$ cat config.mk
export PLATFORM = sky130hd
export DESIGN_NAME = wdg_supervisor
export DESIGN_NICKNAME = d
export VERILOG_FILES = /design/src/rtl/wdg_supervisor.sv
export SDC_FILE = /design/constraint.sdc
export NUM_CORES = 1
export LEC_CHECK = 0
export BUFFER_PORTS_ARGS = -buffer_cell sky130_fd_sc_hd__buf_4
export CORE_MARGIN = 5
export CORE_UTILIZATION = 65
export CTS_BUF_LIST = sky130_fd_sc_hd__clkbuf_2 sky130_fd_sc_hd__clkbuf_4 sky130_fd_sc_hd__clkbuf_8
export DETAILED_ROUTE_END_ITERATION = 8
export HOLD_SLACK_MARGIN = 0.05
export PLACE_DENSITY = 0.86
export SYNTH_ARGS = -nofsm -noshare
export SYNTH_HDL_FRONTEND = slang
export SYNTH_SLANG_ARGS = --single-unit
$ cat constraint.sdc
create_clock -name clk -period 7 [get_ports clk]
set_clock_uncertainty 0.1 [all_clocks]
set_input_delay 1.05 -clock clk [delete_from_list [all_inputs] [get_ports clk]]
set_output_delay 1.05 -clock clk [all_outputs]
set_load 0.02 [all_outputs]
$ cat src/rtl/wdg_supervisor.sv
// Window watchdog supervisor.
// Watches a toggling heartbeat level and requires every heartbeat edge to
// arrive within a [MIN_CYC, MAX_CYC] cycle window. On a violation it drives a
// timed active-low reset pulse and counts the fault. After MAX_FAULTS faults
// it locks out, holding the supervised logic in reset until clr_lock.
module wdg_supervisor #(
   parameter int CNT_W      = 16,
   parameter int MIN_CYC    = 4,
   parameter int MAX_CYC    = 100,
   parameter int PULSE_CYC  = 8,
   parameter int MAX_FAULTS = 3,
   parameter int FCNT_W     = 4
) (
   input  logic              clk,
   input  logic              rst,
   input  logic              enable,
   input  logic              hb,
   input  logic              clr_lock,
   output logic              armed,
   output logic              sys_rst_n,
   output logic              early_err,
   output logic              late_err,
   output logic              lockout,
   output logic [FCNT_W-1:0] fault_cnt,
   output logic [2:0]        state_o
);

   // Pulse counter only has to reach PULSE_CYC-1.
   localparam int PCNT_W = (PULSE_CYC > 1) ? $clog2(PULSE_CYC) : 1;

   localparam logic [CNT_W-1:0]  L_MIN_GAP  = CNT_W'(MIN_CYC);
   localparam logic [CNT_W-1:0]  L_MAX_GAP  = CNT_W'(MAX_CYC);
   localparam logic [CNT_W-1:0]  L_GAP_ONE  = CNT_W'(1);
   localparam logic [PCNT_W-1:0] L_PLS_LAST = PCNT_W'(PULSE_CYC - 1);
   localparam logic [PCNT_W-1:0] L_PLS_ONE  = PCNT_W'(1);
   localparam logic [FCNT_W-1:0] L_FLT_MAX  = FCNT_W'(MAX_FAULTS);
   localparam logic [FCNT_W-1:0] L_FLT_ONE  = FCNT_W'(1);

   typedef enum logic [2:0] {
      S_DISARMED   = 3'd0,
      S_WAIT_FIRST = 3'd1,
      S_RUN        = 3'd2,
      S_FAULT      = 3'd3,
      S_LOCKED     = 3'd4
   } state_t;

   // heartbeat synchroniser and edge detector
   logic r_hb_m;
   logic r_hb_s;
   logic r_hb_d;
   logic w_edge;

   // FSM state, counters and registered outputs
   state_t              r_state;
   logic [CNT_W-1:0]    r_gap_cnt;
   logic [PCNT_W-1:0]   r_pulse_cnt;
   logic [FCNT_W-1:0]   r_fault_cnt;
   logic                r_armed;
   logic                r_sys_rst_n;
   logic                r_early;
   logic                r_late;
   logic                r_lockout;

   // next-state decision
   state_t              w_nxt;
   logic                w_early;
   logic                w_late;
   logic                w_clr_fcnt;
   logic                w_gap_at_max;
   logic                w_pulse_done;
   logic                w_entry;
   logic [FCNT_W-1:0]   w_fcnt_inc;

   // Two-flop synchroniser for the asynchronous heartbeat, plus one delay
   // flop so both heartbeat polarities show up as a one-cycle edge strobe.
   always_ff @(posedge clk or negedge rst) begin
      if (!rst) begin
         r_hb_m <= 1'b0;
         r_hb_s <= 1'b0;
         r_hb_d <= 1'b0;
      end else begin
         r_hb_m <= hb;
         r_hb_s <= r_hb_m;
         r_hb_d <= r_hb_s;
      end
   end

   assign w_edge       = r_hb_s ^ r_hb_d;
   assign w_gap_at_max = (r_gap_cnt == L_MAX_GAP);
   assign w_pulse_done = (r_pulse_cnt == L_PLS_LAST);
   assign w_fcnt_inc   = (r_fault_cnt == '1) ? r_fault_cnt : (r_fault_cnt + L_FLT_ONE);
   assign w_entry      = (w_nxt != r_state);

   // Next-state and fault classification. Dropping enable wins over any
   // fault seen in the same cycle; an edge at the timeout cycle is accepted.
   always_comb begin
      w_nxt      = r_state;
      w_early    = 1'b0;
      w_late     = 1'b0;
      w_clr_fcnt = 1'b0;
      unique case (r_state)
         S_DISARMED: begin
            if (enable) begin
               w_nxt = S_WAIT_FIRST;
            end
         end
         S_WAIT_FIRST: begin
            if (!enable) begin
               w_nxt = S_DISARMED;
            end else if (w_edge) begin
               w_nxt = S_RUN;
            end else if (w_gap_at_max) begin
               w_nxt  = S_FAULT;
               w_late = 1'b1;
            end
         end
         S_RUN: begin
            if (!enable) begin
               w_nxt = S_DISARMED;
            end else if (w_edge) begin
               if (r_gap_cnt < L_MIN_GAP) begin
                  w_nxt   = S_FAULT;
                  w_early = 1'b1;
               end
            end else if (w_gap_at_max) begin
               w_nxt  = S_FAULT;
               w_late = 1'b1;
            end
         end
         S_FAULT: begin
            // The pulse always runs to completion, whatever enable does.
            if (w_pulse_done) begin
               if (r_fault_cnt == L_FLT_MAX) begin
                  w_nxt = S_LOCKED;
               end else if (!enable) begin
                  w_nxt = S_DISARMED;
               end else begin
                  w_nxt = S_WAIT_FIRST;
               end
            end
         end
         S_LOCKED: begin
            if (clr_lock) begin
               w_nxt      = S_DISARMED;
               w_clr_fcnt = 1'b1;
            end
         end
         default: begin
            w_nxt = S_DISARMED;
         end
      endcase
   end

   // Supervisor FSM with its gap/pulse counters and registered outputs.
   always_ff @(posedge clk or negedge rst) begin
      if (!rst) begin
         r_state     <= S_DISARMED;
         r_gap_cnt   <= '0;
         r_pulse_cnt <= '0;
         r_fault_cnt <= '0;
         r_armed     <= 1'b0;
         r_sys_rst_n <= 1'b1;
         r_early     <= 1'b0;
         r_late      <= 1'b0;
         r_lockout   <= 1'b0;
      end else begin
         r_state     <= w_nxt;
         r_early     <= w_early;
         r_late      <= w_late;
         r_armed     <= (w_nxt == S_WAIT_FIRST) || (w_nxt == S_RUN);
         r_lockout   <= (w_nxt == S_LOCKED);
         r_sys_rst_n <= !((w_nxt == S_FAULT) || (w_nxt == S_LOCKED));

         if (w_clr_fcnt) begin
            r_fault_cnt <= '0;
         end else if (w_early || w_late) begin
            r_fault_cnt <= w_fcnt_inc;
         end

         // Gap restarts on every edge and on every state change.
         if (w_entry || w_edge) begin
            r_gap_cnt <= '0;
         end else if (r_gap_cnt != '1) begin
            r_gap_cnt <= r_gap_cnt + L_GAP_ONE;
         end

         // Pulse length counts cycles spent in FAULT since entry.
         if (w_entry) begin
            r_pulse_cnt <= '0;
         end else if (r_state == S_FAULT) begin
            r_pulse_cnt <= r_pulse_cnt + L_PLS_ONE;
         end
      end
   end

   assign armed     = r_armed;
   assign sys_rst_n = r_sys_rst_n;
   assign early_err = r_early;
   assign late_err  = r_late;
   assign lockout   = r_lockout;
   assign fault_cnt = r_fault_cnt;
   assign state_o   = r_state;

endmodule

==> results of run 1 <==
-- cells by family (layout without fill, tap and decap cells) --
group,Yosys count,in the layout,synth area share
adder cells (fa/ha/maj),5,5,0.0321
multiplexers,7,7,0.0359
AO/OA/AOI/OAI,30,30,0.117
flip-flops,34,34,0.437
AND/OR/NAND/NOR,98,98,0.284
XOR/XNOR,11,11,0.0494
buffers and inverters,16,32,0.0449
-- layout make-up --
class | count | area [um2] | area share
clock buffers | 5 | 37.5 | 0.0176
clock inverters | 3 | 40.0 | 0.0188
inverters | 7 | 26.3 | 0.0123
multi-input cells | 151 | 1010 | 0.474
flip-flops and latches | 34 | 852 | 0.399
well taps | 31 | 38.8 | 0.0182
repair buffers | 17 | 128 | 0.0598
-- per-layer routing --
layer,up-vias,wire length (um)
li1,782,-
met1,759,1700
met2,62,2030
met3,5,280
met4,0,70
met5,-,0
-- path summary, 6_finish.rpt --
kind                               start            to  slack [ps]
min in group asynchronous            rst  fault_cnt[2]         530
max in group asynchronous            rst     sys_rst_n        5940
min                               r_hb_m        r_hb_s         270
max                        r_gap_cnt[12]  r_gap_cnt[0]        4270
min reg2reg                       r_hb_m        r_hb_s         270
max reg2reg                r_gap_cnt[12]  r_gap_cnt[0]        4270
-- metrics by stage --
| stage | power [uW] | setup slack (ps) | hold slack (ps) | instance area (um2) | util |
|---|---|---|---|---|---|
| 6_report | 606 | 4270 | 273 | 2130 | 0.760 |
| 5_1_grt | 649 | 4090 | 294 | 2130 | 0.760 |
| 4_1_cts | 609 | 4330 | 274 | 2130 | 0.760 |
| 3_5_place_dp | 466 | 4270 | 236 | 2060 | 0.733 |
| 3_3_place_gp | 456 | 4380 | 241 | 2060 | 0.733 |
| 2_1_floorplan | 413 | 4650 | 231 | 1950 | - |
-- power breakdown --
part           switching (uW)  leakage, uW  total [uW]  internal [uW]
Clock                    68.5    0.0000450         142           73.9
Sequential               37.0     0.000456         261            224
Combinational             120     0.000433         203           82.5
-- state kept, by name (all words and copies together), names as in the netlist --
signal and flops:
lockout 1, r_hb_s 1, early_err 1, late_err 1, sys_rst_n 1, fault_cnt 4
r_pulse_cnt 3, r_gap_cnt 16, r_hb_m 1, r_hb_d 1, armed 1, state_o 3
-- layout by cell type, fill, tap and decap left out, drive strengths merged, types with 7 or more instances in the layout --
cell type  instances
a21oi              8
buf               17
dfrtp             33
inv                7
mux2i              7
nand2              9
nand3              8
nand4              7
nor2              18
nor3              18
nor4               9
xnor2              8
==> impl_metrics.json, run 1 <==
{
  "status": "finished, final reports clean",
  "cts_resized": 0,
  "globalRouteMet1Util": 0.264,
  "syn_to_final_growth_pct": 9.37,
  "slew_headroom": 0.358,
  "grt_pass1_wl_um": 7170,
  "final-hold-violation-count": 0,
  "grt_overflow_total": 0,
  "grtUsageTotal": 0.223,
  "postSynthCellCount": 201,
  "grt_max_degree": 35,
  "cts_hold_buf": 0,
  "post-route-period-util": 0.390,
  "tightest_slew_ps": 954,
  "use_met2": 0.370,
  "cap_violations": 0,
  "n_antenna_cell": 0,
  "wl_per_cell_um": 16.4,
  "cts_setup_buffers": 0,
  "critPathKind": "reg -> reg",
  "powerDensity_nw_per_um2": 284,
  "clockBufferDepth": 2,
  "cts_root_buffer": "clkbuf_4",
  "ys_top_cells_by_area": "dfrtp_1 42%, nor3_1 4.6%, mux2i_1 3.6%, xnor2_1 3.6%, nor2_1 3.5%",
  "synth_seq_cells": 34,
  "ys_seq_area_frac": 0.437,
  "ioPinCount": 17,
  "synth_common_cells": "33 x dfrtp_1, 18 x nor2_1, 18 x nor3_1",
  "syn_avg_cell_area_um2": 9.70,
  "path_max_fanout": 19,
  "final.fill_count": 190,
  "min_period_ps": 2730,
  "die-area_um2": 4200,
  "cp.depth": 5,
  "post-synth-top-count-cell": "dfrtp_1",
  "grt_antenna_before_repair": 0,
  "drt_iter0_drc": 197,
  "yosys_warnings": 0,
  "hold_path_class": "reg -> reg",
  "first_pass_iters": 5,
  "core-area_um2": 2810,
  "synth_top_area_frac": 0.423,
  "arrival_ps": 2820,
  "crit_family": "simple AND/OR/NAND/NOR gates",
  "ir_worst_vdd_mv": 0.217,
  "netlist_area_um2": 1950,
  "place_inst": 240,
  "use_met3": 0.0691,
  "ff2ff_path_depth": 5,
  "start_util": 0.695,
  "clock_sink_count": 34,
  "yosys_most_used_dff": "dfrtp_1",
  "setup_tns_ps": 0,
  "clk_latency_ps": 340,
  "finalWirelength_um": 4080,
  "critPathMaxStageDelay_ps": 720,
  "path_buf_inv": 0,
  "drc": 0,
  "startpoint_type": "flip-flop",
  "fp.dieH_um": 64.8,
  "cp_slowest_cell": "o221ai_2",
  "min_path_cells": 0,
  "worstPathCellList": "or4_4, nor4_1, o21ai_0, o221ai_2, nor3_1",
  "path_clk_slew_ps": 100,
  "cts_max_level": 2,
  "portBuffers": 16,
  "max_freq_mhz": 366,
  "power_leakage_uw": 0.000934,
  "setup_violations": 0,
  "num_vias": 1608,
  "ys_async_sr_fraction": 1.00,
  "ys_types": 52,
  "cts_inserted_buffers": 5,
  "hpwl_um": 2850,
  "synth_edf_count": 0,
  "final_antenna_net_count": 0,
  "rows": 19,
  "nNetsFinal": 226,
  "top_usage_layer": "met2",
  "drv_slew": 0,
  "required_ps": 7090,
  "vias_per_cell": 6.48,
  "grt_pass1_vias": 1541,
  "cp-end-kind": "flip-flop",
  "gp_congestion": 0.865,
  "synth_nets": 211,
  "die_x_um": 64.8,
  "drive_above_1_share": 0.166,
  "yosysTopAreaCell": "dfrtp_1",
  "rsz0062_at_grt": "no",
  "final_cells": 248,
  "cts_tree": "yes"
}
No activity file was read; power rests on OpenSTA's default activity.
==> inputs of run 2 (changes only) <==
--- a/config.mk
+++ b/config.mk
@@ -7,11 +7,11 @@
 export LEC_CHECK = 0
 export BUFFER_PORTS_ARGS = -buffer_cell sky130_fd_sc_hd__buf_4
 export CORE_MARGIN = 5
-export CORE_UTILIZATION = 65
+export CORE_UTILIZATION = 55
 export CTS_BUF_LIST = sky130_fd_sc_hd__clkbuf_2 sky130_fd_sc_hd__clkbuf_4 sky130_fd_sc_hd__clkbuf_8
 export DETAILED_ROUTE_END_ITERATION = 8
 export HOLD_SLACK_MARGIN = 0.05
-export PLACE_DENSITY = 0.86
+export PLACE_DENSITY = 0.77
 export SYNTH_ARGS = -nofsm -noshare
 export SYNTH_HDL_FRONTEND = slang
 export SYNTH_SLANG_ARGS = --single-unit
==> constraint.sdc (replaced) <==
create_clock -name clk -period 2.34 [get_ports clk]
set_clock_uncertainty 0.1 [all_clocks]
set_input_delay 0.351 -clock clk [delete_from_list [all_inputs] [get_ports clk]]
set_output_delay 0.351 -clock clk [all_outputs]
set_load 0.02 [all_outputs]
==> impl_metrics.json, run 2 (same netlist as run 1, synthesis figures left out) <==
{
  "status": "finished, final reports clean",
  "clockBufferDepth": 2,
  "hold_path_class": "in -> reg",
  "worstPathCellList": "ha_1, ha_1, or3b_2, o311a_1, a21oi_2, o221ai_2, buf_12, nor4_1",
  "ir_worst_vdd_mv": 0.338,
  "num_vias": 1718,
  "grt_pass1_vias": 1628,
  "grt_max_degree": 35,
  "power_leakage_uw": 0.00105,
  "min_path_cells": 3,
  "first_pass_iters": 4,
  "final_cells": 285,
  "powerDensity_nw_per_um2": 786,
  "die_x_um": 69.6,
  "grt_pass1_wl_um": 7570,
  "critPathKind": "reg -> reg",
  "die-area_um2": 4840,
  "switching_share": 0.374,
  "critPathMaxStageDelay_ps": 430,
  "grt_antenna_before_repair": 0,
  "gp_congestion": 0.869,
  "place_inst": 274,
  "hpwl_um": 3120,
  "start_util": 0.575,
  "top_register": "r_gap_cnt",
  "post-route-period-util": 0.967,
  "portBuffers": 16,
  "r2r_end": "r_gap_cnt[14]",
  "max_freq_mhz": 442,
  "rsz0062_at_grt": "yes",
  "finalWirelength_um": 4360,
  "clock_sink_count": 34,
  "min_period_ps": 2260,
  "ff2ff_path_depth": 8,
  "final_antenna_net_count": 0,
  "arrival_ps": 2400,
  "tightest_slew_ps": 426,
  "intPower_uw": 1150,
  "path_max_fanout": 19,
  "fin_hold_ws_ps": 239,
  "p_seq_frac": 0.415,
  "slew_headroom": 0.716,
  "setup_slack_ps": 76.8,
  "wl_per_cell_um": 15.3,
  "final-hold-violation-count": 0,
  "drt_iter0_drc": 149,
  "dpl_cell_area_um2": 2230,
  "cts_tree": "yes",
  "clk_latency_ps": 330,
  "cts_max_level": 2,
  "layout_common_cells": "36 x buf_4, 33 x dfrtp_1, 18 x nor3_1, 18 x nor2_1, 9 x nand2_1",
  "crit_family": "simple AND/OR/NAND/NOR gates",
  "fin_area_um2": 2350,
  "grt_overflow_total": 0,
  "final.fill_count": 246,
  "largest_reg_flops": 16,
  "reg2reg_from": "r_pulse_cnt[0]",
  "nNetsFinal": 248,
  "rrSetupSlack_ps": 80,
  "vias_per_cell": 6.03,
  "cap_violations": 0,
  "min_from": "clr_lock",
  "place_ws_ps": 18.2,
  "n_antenna_cell": 0,
  "path_clk_slew_ps": 100,
  "cp_slowest_cell": "or3b_2",
  "ioPinCount": 17,
  "crit_top_cell": "ha_1",
  "syn_to_final_growth_pct": 20.3,
  "setup_violations": 0,
  "share_comb_of_total_power": 0.397,
  "pwr-share-clk": 0.188,
  "grtUsageTotal": 0.188,
  "fp.dieH_um": 69.6,
  "min_to": "lockout",
  "final_common_cell": "buf_4",
  "rows": 21,
  "switchingPower_uw": 690,
  "drive_above_1_share": 0.255,
  "core-area_um2": 3390,
  "drv_slew": 0,
  "path_buf_inv": 1,
  "cts_inserted_buffers": 5,
  "finalPower_uw": 1840,
  "drc": 0,
  "cp-end-kind": "flip-flop",
  "required_ps": 2470,
  "cts_root_buffer": "clkbuf_4",
  "startpoint_type": "flip-flop"
}
## run 2: cell count changes in the layout (fill, tap and decap cells not counted), moves of 2 or more
cell	delta
buf_4	+19
nor4_1	-3
nor4_2	+3
dlygate4sd3_1	+2
## run 2: worst max path at each step
stage / startpoint / end / slack, ps / depth (start not counted)
global route: r_pulse_cnt[0] / r_gap_cnt[14] / -30 / 8
global placement: r_gap_cnt[12] / fault_cnt[0] / 70 / 5
detailed placement: r_gap_cnt[12] / fault_cnt[0] / 20 / 5
CTS: r_gap_cnt[12] / fault_cnt[0] / 3 / 5
floorplan: r_gap_cnt[12] / fault_cnt[0] / 80 / 6
finish: r_pulse_cnt[0] / r_gap_cnt[14] / 80 / 8
## run 2: power by group through the flow
stage / combinational, uW / clock, uW / sequential [uW]
2_1_floorplan: 422 / 0 / 814
3_3_place_gp: 670 / 0 / 769
3_5_place_dp: 700 / 0 / 774
4_1_cts: 706 / 361 / 764
5_1_grt: 800 / 387 / 779
6_report: 732 / 346 / 766
## run 2: worst reg2reg max path: stages, from the launching register on
cell and delay (ps):
dfrtp_1 410, ha_1 210, ha_1 190, or3b_2 430, o311a_1 140, a21oi_2 130, o221ai_2 130, buf_12 170
nor4_1 260
## run 2: per-layer routing
metal,share of wire,wire length (um),up-vias,track usage
met5,0,0,-,0
li1,-,-,820,-
met1,0.45,1950,849,0.242
met3,0.044,191,2,0.0435
met2,0.51,2210,47,0.316
met4,0.0034,15,0,0.0477
## run 2: layout make-up
cell class              count  area, um2  share of cell area
clock inverters             1       5.00             0.00213
flip-flops and latches     34        852               0.363
multi-input cells         151       1040               0.442
clock buffers               7       58.8              0.0251
repair buffers             39        310               0.132
inverters                   7       26.3              0.0112
well taps                  46       57.6              0.0245
## run 2: per-stage QoR
| stage | utilization | TNS [ps] |
|---|---|---|
| after global placement | 0.658 | 0 |
| after CTS | 0.683 | 0 |
| after detailed placement | 0.658 | 0 |
| final | 0.693 | 0 |
| after global routing | 0.693 | -72.2 |
| after floorplan | - | 0 |
## run 2: repair_timing
action                                 4_1_cts  5_1_grt
setup endpoints to repair                    0       22
hold buffers                                 2        0
resized for setup                            0        5
buffers inserted                             0        1
endpoints found under the hold margin       34        0
==> inputs of run 3 (changes only) <==
--- a/config.mk
+++ b/config.mk
@@ -5,12 +5,13 @@
 export SDC_FILE = /design/constraint.sdc
 export NUM_CORES = 1
 export LEC_CHECK = 0
+export ABC_AREA = 1
 export BUFFER_PORTS_ARGS = -buffer_cell sky130_fd_sc_hd__buf_4
 export CORE_MARGIN = 5
 export CORE_UTILIZATION = 55
 export CTS_BUF_LIST = sky130_fd_sc_hd__clkbuf_2 sky130_fd_sc_hd__clkbuf_4 sky130_fd_sc_hd__clkbuf_8
 export DETAILED_ROUTE_END_ITERATION = 8
-export HOLD_SLACK_MARGIN = 0.05
+export HOLD_SLACK_MARGIN = 0.08
 export PLACE_DENSITY = 0.77
 export SYNTH_ARGS = -nofsm -noshare
 export SYNTH_HDL_FRONTEND = slang
==> impl_metrics.json, run 3 <==
{
  "cp-end-kind": "flip-flop",
  "nNetsFinal": 272,
  "top_register": "r_gap_cnt",
  "status": "finished, final reports clean",
  "drv_slew": 0,
  "post-synth-top-count-cell": "nand2_1",
  "ys_top_cells_by_area": "dfrtp_1 43%, nand2_1 8.2%, nor2_1 7.2%, inv_1 5.1%, nand3_1 4.9%",
  "drt_iter0_drc": 100,
  "ys_types": 28,
  "cap_violations": 0,
  "fp.dieH_um": 69.1,
  "grt_antenna_before_repair": 0,
  "start_util": 0.572,
  "num_vias": 1570,
  "fin_area_um2": 2200,
  "gp_congestion": 0.875,
  "synth_nets": 249,
  "cts_inserted_buffers": 5,
  "grt_max_degree": 35,
  "slew_headroom": 0.711,
  "drive_above_1_share": 0.205,
  "cts_tree": "yes",
  "hpwl_um": 2630,
  "critPathKind": "reg -> reg",
  "largest_reg_flops": 16,
  "final_antenna_net_count": 0,
  "grt_pass1_vias": 1555,
  "path_clk_slew_ps": 120,
  "synth_common_cells": "42 x nand2_1, 37 x nor2_1, 33 x dfrtp_1",
  "grtUsageTotal": 0.173,
  "die-area_um2": 4780,
  "ys_async_sr_fraction": 1.00,
  "hold_path_class": "in -> reg",
  "final-hold-violation-count": 0,
  "setup_tns_ps": 0,
  "postSynthCellCount": 239,
  "min_period_ps": 2120,
  "yosys_most_used_dff": "dfrtp_1",
  "power_leakage_uw": 0.00102,
  "cts_setup_buffers": 0,
  "final_common_cell": "nand2_1",
  "first_pass_iters": 4,
  "ir_worst_vdd_mv": 0.449,
  "netlist_area_um2": 1920,
  "ys_seq_area_frac": 0.443,
  "final_cells": 309,
  "core-area_um2": 3360,
  "setup_violations": 0,
  "portBuffers": 16,
  "cts_root_buffer": "clkbuf_4",
  "drc": 0,
  "vias_per_cell": 5.08,
  "powerDensity_nw_per_um2": 861,
  "place_inst": 299,
  "dpl_cell_area_um2": 2080,
  "n_antenna_cell": 0,
  "grt_overflow_total": 0,
  "finalPower_uw": 1900,
  "clock_sink_count": 34,
  "arrival_ps": 2290,
  "rrSetupSlack_ps": 220,
  "layout_common_cells": "42 x nand2_1, 37 x nor2_1, 33 x dfrtp_1",
  "path_max_fanout": 16,
  "max_freq_mhz": 471,
  "die_x_um": 69.1,
  "utilization": 0.656,
  "rsz0062_at_grt": "no",
  "wl_per_cell_um": 11.8,
  "required_ps": 2500,
  "yosysTopAreaCell": "dfrtp_1",
  "post-route-period-util": 0.907,
  "finalWirelength_um": 3650,
  "grt_pass1_wl_um": 6740,
  "synth_edf_count": 0,
  "final.fill_count": 312,
  "synth_top_area_frac": 0.429,
  "clockBufferDepth": 2,
  "ioPinCount": 17,
  "synth_seq_cells": 34,
  "cts_max_level": 2,
  "tightest_slew_ps": 431,
  "clk_latency_ps": 350,
  "rows": 21,
  "syn_to_final_growth_pct": 14.6,
  "syn_avg_cell_area_um2": 8.05,
  "startpoint_type": "flip-flop",
  "yosys_warnings": 0
}
==> run 3: logic make-up after synthesis <==
| logic type | synth area share |
|---|---|
| DFF | 0.443 |
| and+or+nand+nor | 0.345 |
| buffers and inverters | 0.0709 |
| adders and majority gates | 0.0325 |
| AOI/OAI and AO/OA | 0.0638 |
| xor gates and xnor gates | 0.0449 |
==> run 3: stage by stage <==
step / hold WS [ps] / setup WS, ps
final: 159 / 217
after global routing: 172 / 1.07
after CTS: 153 / 189
after detailed placement: 221 / 228
after global placement: 219 / 275
after floorplan: -44.6 / 453
==> run 3: worst paths after layout <==
| path | startpoint | end | cells past startpoint |
|---|---|---|---|
| min in group asynchronous | rst | state_o[1] | 2 |
| max in group asynchronous | rst | sys_rst_n | 2 |
| worst min register to register | r_hb_m | r_hb_s | 0 |
| worst max-delay path | r_pulse_cnt[0] | r_gap_cnt[15] | 9 |
| worst min-delay path | clr_lock | fault_cnt[3] | 4 |
| worst max register to register | r_pulse_cnt[0] | r_gap_cnt[15] | 9 |
==> run 3: layout make-up <==
| cell class | count | area [um2] | share of cell area |
|---|---|---|---|
| Multi-Input combinational cell | 173 | 935 | 0.424 |
| Sequential cell | 34 | 852 | 0.386 |
| Timing Repair Buffer | 18 | 140 | 0.0636 |
| Inverter | 30 | 114 | 0.0516 |
| Clock inverter | 3 | 68.8 | 0.0312 |
| Tap cell | 46 | 57.6 | 0.0261 |
| Clock buffer | 5 | 37.5 | 0.0170 |
==> run 3: critical path: stages, from the launching register on <==
cell	delay, ps
dfrtp_1	410
ha_1	210
ha_1	170
inv_1	100
nor2_1	70
a21oi_2	180
o21ai_0	130
nor2_2	190
nand4_4	290
nor2_1	190
==> run 3: layer usage <==
layer | up-vias | wire (um) | track usage
met2 | 37 | 1640 | 0.271
met3 | 7 | 169 | 0.0451
met5 | - | 0 | 0
met4 | 0 | 71 | 0.0868
li1 | 815 | - | -
met1 | 711 | 1770 | 0.220
==> run 3: report_power, final <==
group          switching, uW  leakage (uW)  internal (uW)
clock                    217     0.0000554            334
sequential              75.0      0.000447            670
combinational            386      0.000517            215
==> run 3: repair_timing <==
action	in CTS	in global routing
hold buffers	2	0
endpoints found under the hold margin	34	0
setup endpoints to repair	0	3
resized for setup	0	0
